File: src/rtl/state_sequencer.sv
// state_sequencer: steps through a loaded table of {dwell, config} words, one entry per dwell period
module state_sequencer #(
    parameter int DATA_W  = 32,
    parameter int CFG_W   = 16,
    parameter int DWELL_W = 16,
    parameter int ADDR_W  = 5
) (
    input  logic              mainclk,
    input  logic              reset,
    input  logic              wr_en,
    input  logic [DATA_W-1:0] wr_data,
    input  logic              clear,
    input  logic              enable,
    input  logic              loop,
    output logic [CFG_W-1:0]  cfg,
    output logic [ADDR_W-1:0] state_index,
    output logic              step_pulse,
    output logic              done,
    output logic              seq_error,
    output logic [ADDR_W:0]   count
);
    localparam int DEPTH = 2 ** ADDR_W;
    localparam logic [ADDR_W:0]    FULL      = (ADDR_W + 1)'(DEPTH);
    localparam logic [ADDR_W:0]    CNT_ONE   = 1;
    localparam logic [ADDR_W-1:0]  IDX_ONE   = 1;
    localparam logic [DWELL_W-1:0] DWELL_ONE = 1;

    typedef enum logic [1:0] {IDLE, RUN, DONE, ERROR} state_t;

    state_t              state, state_n;
    logic [DATA_W-1:0]   mem [DEPTH];
    logic [DWELL_W-1:0]  dwell_cnt, dwell_n;
    logic [ADDR_W-1:0]   idx_n, entry;
    logic [ADDR_W:0]     count_n;
    logic [CFG_W-1:0]    cfg_n;
    logic [DATA_W-1:0]   word;
    logic                step_n, we, enter;

    // next state, table write decision and next-entry load; outputs default to zero outside RUN
    always_comb begin
        state_n = state;
        count_n = count;
        idx_n   = '0;
        dwell_n = '0;
        cfg_n   = '0;
        step_n  = 1'b0;
        we      = 1'b0;
        enter   = 1'b0;
        entry   = '0;
        case (state)
            IDLE: begin
                if (clear) begin
                    count_n = '0;
                end else if (wr_en) begin
                    if (count == FULL) begin
                        state_n = ERROR;
                    end else begin
                        we      = 1'b1;
                        count_n = count + CNT_ONE;
                    end
                end
                if (enable && state_n == IDLE) begin
                    if (count_n == '0) state_n = ERROR;
                    else enter = 1'b1;
                end
            end
            RUN: begin
                if (!enable) begin
                    state_n = IDLE;
                end else if (dwell_cnt == DWELL_ONE) begin
                    if ({1'b0, state_index} + CNT_ONE == count) begin
                        if (loop) enter = 1'b1;
                        else state_n = DONE;
                    end else begin
                        enter = 1'b1;
                        entry = state_index + IDX_ONE;
                    end
                end else begin
                    dwell_n = dwell_cnt - DWELL_ONE;
                    idx_n   = state_index;
                    cfg_n   = cfg;
                end
            end
            DONE, ERROR: state_n = enable ? state : IDLE;
            default: state_n = IDLE;
        endcase
        // a write accepted in the enabling cycle into an empty table is entry 0 itself
        word = (we && count == '0) ? wr_data : mem[entry];
        if (enter) begin
            if (word[DATA_W-1 -: DWELL_W] == '0) begin
                state_n = ERROR;
            end else begin
                state_n = RUN;
                idx_n   = entry;
                dwell_n = word[DATA_W-1 -: DWELL_W];
                cfg_n   = word[CFG_W-1:0];
                step_n  = (state == RUN);
            end
        end
    end

    // state register and registered outputs
    always_ff @(posedge mainclk) begin
        if (reset) begin
            state       <= IDLE;
            count       <= '0;
            dwell_cnt   <= '0;
            state_index <= '0;
            cfg         <= '0;
            step_pulse  <= 1'b0;
            done        <= 1'b0;
            seq_error   <= 1'b0;
        end else begin
            state       <= state_n;
            count       <= count_n;
            dwell_cnt   <= dwell_n;
            state_index <= idx_n;
            cfg         <= cfg_n;
            step_pulse  <= step_n;
            done        <= (state_n == DONE);
            seq_error   <= (state_n == ERROR);
        end
    end

    // table storage, deliberately not reset
    always_ff @(posedge mainclk) begin
        if (we && !reset) mem[count[ADDR_W-1:0]] <= wr_data;
    end
endmodule

File: config.mk
export PLATFORM = sky130hd
export DESIGN_NAME = state_sequencer
export DESIGN_NICKNAME = d
export VERILOG_FILES = /design/src/rtl/state_sequencer.sv
export SDC_FILE = /design/constraint.sdc
export NUM_CORES = 1
export LEC_CHECK = 0
export ABC_CLOCK_PERIOD_IN_PS = 6350
export CAP_MARGIN = 20
export CORE_MARGIN = 10
export CORE_UTILIZATION = 55
export DETAILED_ROUTE_END_ITERATION = 8
export PLACE_DENSITY = 0.71
export SKIP_CTS_REPAIR_TIMING = 1
export SYNTH_ARGS = -nofsm -noshare
export SYNTH_HDL_FRONTEND = slang
export SYNTH_SLANG_ARGS = --single-unit
File: constraint.sdc
create_clock -name mainclk -period 6.35 [get_ports mainclk]
set_input_delay 1.905 -clock mainclk [delete_from_list [all_inputs] [get_ports mainclk]]
set_output_delay 1.905 -clock mainclk [all_outputs]
set_load 0.02 [all_outputs]
==> results of run 1 <==
cell type report:
type | instances | area share
Clock inverter | 55 | 0.0111
Inverter | 14 | 0.00105
Multi-Input combinational cell | 1687 | 0.227
Timing Repair Buffer | 216 | 0.0445
Sequential cell | 1072 | 0.632
Tap cell | 1050 | 0.0262
Antenna cell | 1 | 0.0000498
Clock buffer | 146 | 0.0583
metrics by stage:
step           setup WS, ns  total power [µW]
2_1_floorplan          1.35              8080
3_3_place_gp          0.282              8320
3_5_place_dp          0.221              8330
4_1_cts               0.916             14500
5_1_grt               0.785             14800
6_report              0.897             14400
worst paths after layout:
check / start / end / slack [ns] / depth (start not counted)
setup reg to reg: state_index[0]$_SDFF_PP0_ / cfg[7]$_SDFF_PP0_ / 1.33 / 14
hold / removal: dwell_cnt[0]$_SDFF_PP0_ / dwell_cnt[0]$_SDFF_PP0_ / 0.54 / 1
hold reg to reg: dwell_cnt[0]$_SDFF_PP0_ / dwell_cnt[0]$_SDFF_PP0_ / 0.54 / 1
setup / recovery: enable / cfg[7]$_SDFF_PP0_ / 0.90 / 14
cells in the mapped netlist, types with 14 or more instances:
library cell	n
a31oi_1	28
buf_1	17
o211ai_1	14
dfxtp_1	48
and3_1	23
nand2_1	506
nand3_1	180
or2_2	17
and2_1	21
inv_1	14
a221o_1	33
o22ai_1	32
a21oi_1	73
o21ai_0	69
clkbuf_1	108
nor2_1	124
mux4_2	57
buf_2	34
nand4_1	27
xnor2_1	15
mux2i_1	168
o311a_1	30
o311ai_0	19
edfxtp_1	1024
a221oi_1	35
nor3_1	19
a211oi_1	15
per-layer routing:
layer	vias to the layer above	wire [µm]	GRT usage
li1	11700	-	-
met1	14000	50800	0.388
met2	1650	65800	0.485
met3	329	12600	0.0480
met4	8	6810	0.138
met5	-	55	0
registers in the layout (all words and copies together), names as in the netlist:
register     flops
cfg             16
count            6
step_pulse       1
state_index      5
state            2
seq_error        1
mem           1024
dwell_cnt       16
done             1
critical path: stages:
cell	delay (ns)
clkdlybuf4s50_1	0.54
nand3b_1	0.13
or2_1	0.30
buf_4	0.17
or3_4	0.43
a211oi_4	0.42
o2bb2ai_1	0.17
nand2_1	0.09
o31ai_2	0.09
o22ai_1	0.14
or4_1	0.59
or3_1	0.45
buf_12	0.19
o311a_1	0.35
report_power, final:
part / internal (µW) / switching (µW) / leakage, µW / total [µW]
combinational: 129 / 294 / 0.00560 / 423
clock: 3570 / 2670 / 0.00169 / 6240
sequential: 7750 / 16.3 / 0.00959 / 7770
total: 11400 / 2980 / 0.0169 / 14400
logic make-up after synthesis:
| group | count (synthesis) |
|---|---|
| flops | 1072 |
| simple gates | 978 |
| compound gates | 446 |
| mux | 229 |
| buf+inv | 185 |
| xor+xnor | 27 |
| fa+ha+maj | 7 |
==> flow_metrics.py, run 1 <==
metrics = {
    "job": {
        "drv_cap": 0,
    },
    "die": {
        "num_io_pins": 68,
        "chipHeight_um": 301,
        "dieWidth_um": 301,
        "rows": 103,
        "core_um2": 78700,
        "die_area_um2": 90900,
        "initial_core_util": 0.553,
    },
    "logic_synthesis": {
        "synthMuxAreaShare": 0.0691,
        "yosysSeqAreaShare": 0.728,
        "synthesis.instances": 2944,
        "synth_compound_area_frac": 0.0760,
        "synth_largest_area_cell": "edfxtp_1",
        "avgSynthCellArea_um2": 14.8,
        "synthXorXnorAreaFrac": 0.00620,
        "syn_area_um2": 43600,
        "syn_nets": 2989,
        "synth-seq-cells": 1072,
        "synth.area.top_cells": "edfxtp_1 71%, nand2_1 4.4%, mux2i_1 3.9%, mux4_2 2.9%, dfxtp_1 2.2%",
        "postSynth.asyncResetShare": 0,
        "synth_fa_ha_area_frac": 0.00201,
        "synth_cell_type_count": 91,
        "synth_edf_count": 1024,
        "synth_top_area_frac": 0.706,
        "synthFlopType": "edfxtp_1",
        "ys_warn_count": 0,
        "synthSimpleGateAreaFrac": 0.100,
        "synth_top_family_by_area": "simple AND/OR/NAND/NOR gates",
    },
    "global_routing": {
        "grt_pass1_vias": 27500,
        "grt_antenna_before_repair": 5,
        "overflow": 0,
        "grtUsageTotal": 0.297,
        "grt_max_degree": 89,
        "grt_pass1_wl_um": 195000,
    },
    "place": {
        "place_inst": 4036,
        "place_area_um2": 46700,
        "dp_hpwl_um": 81500,
        "place.gp.congestion": 0.960,
        "io_buffers": 67,
    },
    "cells_and_area": {
        "utilization": 0.638,
        "seqCellArea_um2": 31700,
        "drive_above_1_share": 0.143,
        "finalNonFillerCells": 4241,
        "area_growth_pct": 15.3,
        "fillers": 5535,
        "final_common_cell": "edfxtp_1",
        "multi_input_area_um2": 11400,
        "final_nets": 3142,
        "layout_common_cells": "1024 x edfxtp_1, 506 x nand2_1, 179 x nand3_1, 168 x mux2i_1, 114 x buf_4",
        "fin_area_um2": 50200,
    },
    "routing": {
        "drtAntennaViolNets": 0,
        "dr.pass1.iters": 6,
        "post-route-drc-count": 0,
        "wirelength_um": 136000,
        "first_iter_violations": 3344,
        "drt-vias-per-instance": 6.53,
        "via_count": 27700,
        "routedWlPerCell_um": 32.1,
    },
    "sta": {
        "finalSetupTns_ns": 0,
        "slew_violations": 0,
        "clock_skew_ns": 0.0392,
        "holdWs_ns": 0.539,
        "fmax_mhz": 183,
        "hold_viol": 0,
        "tightestPinTransition_ns": 1.19,
        "setup_viol": 0,
        "rsz0062_at_grt": "no",
        "slew_headroom": 0.207,
        "fin_crit_ns": 5.45,
        "finalCritPeriodShare": 0.859,
    },
    "clock_network": {
        "cts_made_buffers": 106,
        "clockRootBuffer": "clkbuf_16",
        "cts_sinks": 1072,
        "cts_tree": "built",
        "clkTransAtPathRegs_ns": 0.06,
        "htreeDepth": 3,
        "insertion_delay_ns": 0.69,
        "clock_path_buffers": 3,
    },
    "worst_setup_path": {
        "cp-start-kind": "input port",
        "crit_path_end_kind": "flop",
        "required_ns": 6.92,
        "crit_fanout": 18,
        "cp.arrival_ns": 6.02,
        "setup.worst_path.class": "in2reg",
    },
    "outcome": {
        "outcome": "completed",
    },
    "power": {
        "worst_ir_drop_vdd_uv": 262,
        "power_density_nw_per_um2": 287,
        "total_leakage_power_uw": 0.0169,
    },
    "worst_hold_path": {
        "min-delay-path-class": "reg2reg",
    },
}
No activity file was read; power rests on OpenSTA's default activity.
==> run 2, diff against run 1 <==
--- a/config.mk
+++ b/config.mk
@@ -6,11 +6,11 @@
 export NUM_CORES = 1
 export LEC_CHECK = 0
 export ABC_CLOCK_PERIOD_IN_PS = 6350
-export CAP_MARGIN = 20
 export CORE_MARGIN = 10
 export CORE_UTILIZATION = 55
 export DETAILED_ROUTE_END_ITERATION = 8
 export PLACE_DENSITY = 0.71
+export REMOVE_ABC_BUFFERS = 1
 export SKIP_CTS_REPAIR_TIMING = 1
 export SYNTH_ARGS = -nofsm -noshare
 export SYNTH_HDL_FRONTEND = slang
==> run 2 against run 1 <==
  * Register-to-register slack worse by 0.41 ns
  * Clock skew down 0.0075 ns
  * Flip-flop and latch count did not move
  * Cell count is 0.12% lower
  * First-iteration DRC count grew 10%
  * Critical path type is now reg2reg
  * Wire length shrank 3.0%
  * Critical endpoint is now state[1]$_SDFF_PP0_
  * Sequential share of layout area is essentially flat
  * Combinational power down 3%
  * Global-route usage is 0.68 points lower
==> flow_metrics.py, run 2 (synthesis results as in run 1) <==
metrics = {
    "outcome": {
        "outcome": "completed",
    },
    "power": {
        "total_leakage_power_uw": 0.0169,
        "p_total_uw": 14700,
        "p_clk_frac": 0.445,
        "worst_ir_drop_vdd_uv": 259,
        "switchingPower_uw": 2980,
        "power_density_nw_per_um2": 293,
        "swShare": 0.202,
        "comb_power_share": 0.028,
        "internal-power_uw": 11800,
        "pwr-share-seq": 0.527,
    },
    "cells_and_area": {
        "drive_above_1_share": 0.147,
        "finalNonFillerCells": 4236,
        "fillers": 5599,
        "final_common_cell": "edfxtp_1",
        "seqCellArea_um2": 31700,
        "area_growth_pct": 15.3,
        "multi_input_area_um2": 11400,
        "utilization": 0.638,
        "final_nets": 3140,
        "fin_area_um2": 50200,
        "largest_reg_flops": 1024,
        "layout_common_cells": "1024 x edfxtp_1, 506 x nand2_1, 179 x nand3_1, 168 x mux2i_1, 125 x buf_4",
    },
    "clock_network": {
        "cts_tree": "built",
        "clock_path_buffers": 3,
        "clockRootBuffer": "clkbuf_16",
        "clkTransAtPathRegs_ns": 0.06,
        "cts_made_buffers": 108,
        "insertion_delay_ns": 0.68,
        "htreeDepth": 3,
        "cts_sinks": 1072,
    },
    "sta": {
        "clock_skew_ns": 0.0317,
        "fin_crit_ns": 5.43,
        "hold_viol": 0,
        "fmax_mhz": 184,
        "tightestPinTransition_ns": 1.25,
        "setup_viol": 0,
        "slew_violations": 0,
        "finalCritPeriodShare": 0.855,
        "slew_headroom": 0.164,
        "setup_ws_ns": 0.920,
        "rsz0062_at_grt": "no",
    },
    "die": {
        "core_um2": 78700,
        "initial_core_util": 0.553,
        "num_io_pins": 68,
        "die_area_um2": 90900,
        "chipHeight_um": 301,
        "rows": 103,
        "dieWidth_um": 301,
    },
    "worst_hold_path": {
        "min-delay-start": "dwell_cnt[0]$_SDFF_PP0_",
        "min-delay-path-class": "reg2reg",
    },
    "routing": {
        "first_iter_violations": 3690,
        "routedWlPerCell_um": 31.1,
        "via_count": 27600,
        "drtAntennaViolNets": 0,
        "dr.pass1.iters": 6,
        "drt-vias-per-instance": 6.52,
        "post-route-drc-count": 0,
        "wirelength_um": 132000,
    },
    "worst_setup_path": {
        "setup.worst_path.class": "reg2reg",
        "worstReg2RegStart": "state_index[1]$_SDFF_PP0_",
        "path_buf_inv": 1,
        "path_cells": "ha_4, xor2_1, nor2_1, and2_1, nand2_1, nand2_1, nor3_1, o21ai_0, a31oi_1, nand4b_1, buf_4, or2_2, o22ai_1",
        "required_ns": 6.94,
        "crit_fanout": 17,
        "r2r_slack_ns": 0.92,
        "cp-start-kind": "flop",
        "slowest_stage": "and2_1",
        "setup.worst_path.start": "state_index[1]$_SDFF_PP0_",
        "cpMostUsedCell": "nand2_1",
        "crit_path_end_kind": "flop",
        "max_stage_delay_ns": 0.82,
        "cp.arrival_ns": 6.02,
        "cp_top_family": "simple AND/OR/NAND/NOR gates",
    },
    "place": {
        "place_inst": 4035,
        "dp_slack_ns": 0.315,
        "io_buffers": 67,
        "place_area_um2": 46500,
        "dp_hpwl_um": 77400,
        "place.gp.congestion": 0.971,
    },
    "global_routing": {
        "grt_antenna_before_repair": 0,
        "grtUsageTotal": 0.290,
        "grt_pass1_vias": 27400,
        "overflow": 0,
        "grt_max_degree": 107,
        "grt_pass1_wl_um": 191000,
    },
    "job": {
        "drv_cap": 0,
    },
}
-- run 2: cell count changes in the layout (fill, tap and decap cells not counted), moves of 2 or more --
cell	change
buf_12	-12
buf_16	-2
buf_4	+11
bufinv_16	+5
clkbuf_1	-11
clkbuf_16	+2
clkbuf_8	+7
clkinv_1	-5
clkinv_2	+2
clkinvlp_4	-2
-- run 2: final timing paths --
kind                             endpoint  cells past startpoint
setup / recovery      state[1]$_SDFF_PP0_                     13
hold / removal    dwell_cnt[0]$_SDFF_PP0_                      1
setup reg to reg      state[1]$_SDFF_PP0_                     13
hold reg to reg   dwell_cnt[0]$_SDFF_PP0_                      1
-- run 2: stage by stage --
step,setup TNS [ns],hold WS (ns)
detailed placement,0,0.528
finish,0,0.535
floorplan,-372.59,0.485
CTS,0,0.538
global route,0,0.571
global placement,0,0.516
-- run 2: final cells by class --
class,count,area share
flip-flops and latches,1072,0.631
multi-input cells,1687,0.227
clock buffers,144,0.0603
repair buffers,212,0.0400
well taps,1050,0.0262
clock inverters,56,0.0138
inverters,14,0.00105
diodes,1,0.0000498
-- run 2: routing by layer --
layer	routed length [µm]	track usage	share of wire
met5	0	0	0
met4	6200	0.133	0.047
met3	11700	0.0505	0.089
met2	64100	0.474	0.49
met1	49800	0.377	0.38
-- run 2: worst reg2reg max path, delay by kind of cell (launching register included) --
family	cells	cell delay, ns
flops	1	0.67
simple gates	7	3.20
buf+inv	1	0.44
compound gates	3	0.49
xor+xnor	1	0.19
fa+ha+maj	1	0.39
-- run 2: power by group through the flow --
| stage | Combinational, µW | Clock [µW] | Sequential [µW] |
|---|---|---|---|
| floorplan | 165 | 0 | 7920 |
| global placement | 394 | 0 | 7920 |
| detailed placement | 403 | 0 | 7920 |
| CTS | 405 | 6620 | 7770 |
| global route | 438 | 6910 | 7770 |
| finish | 410 | 6560 | 7770 |
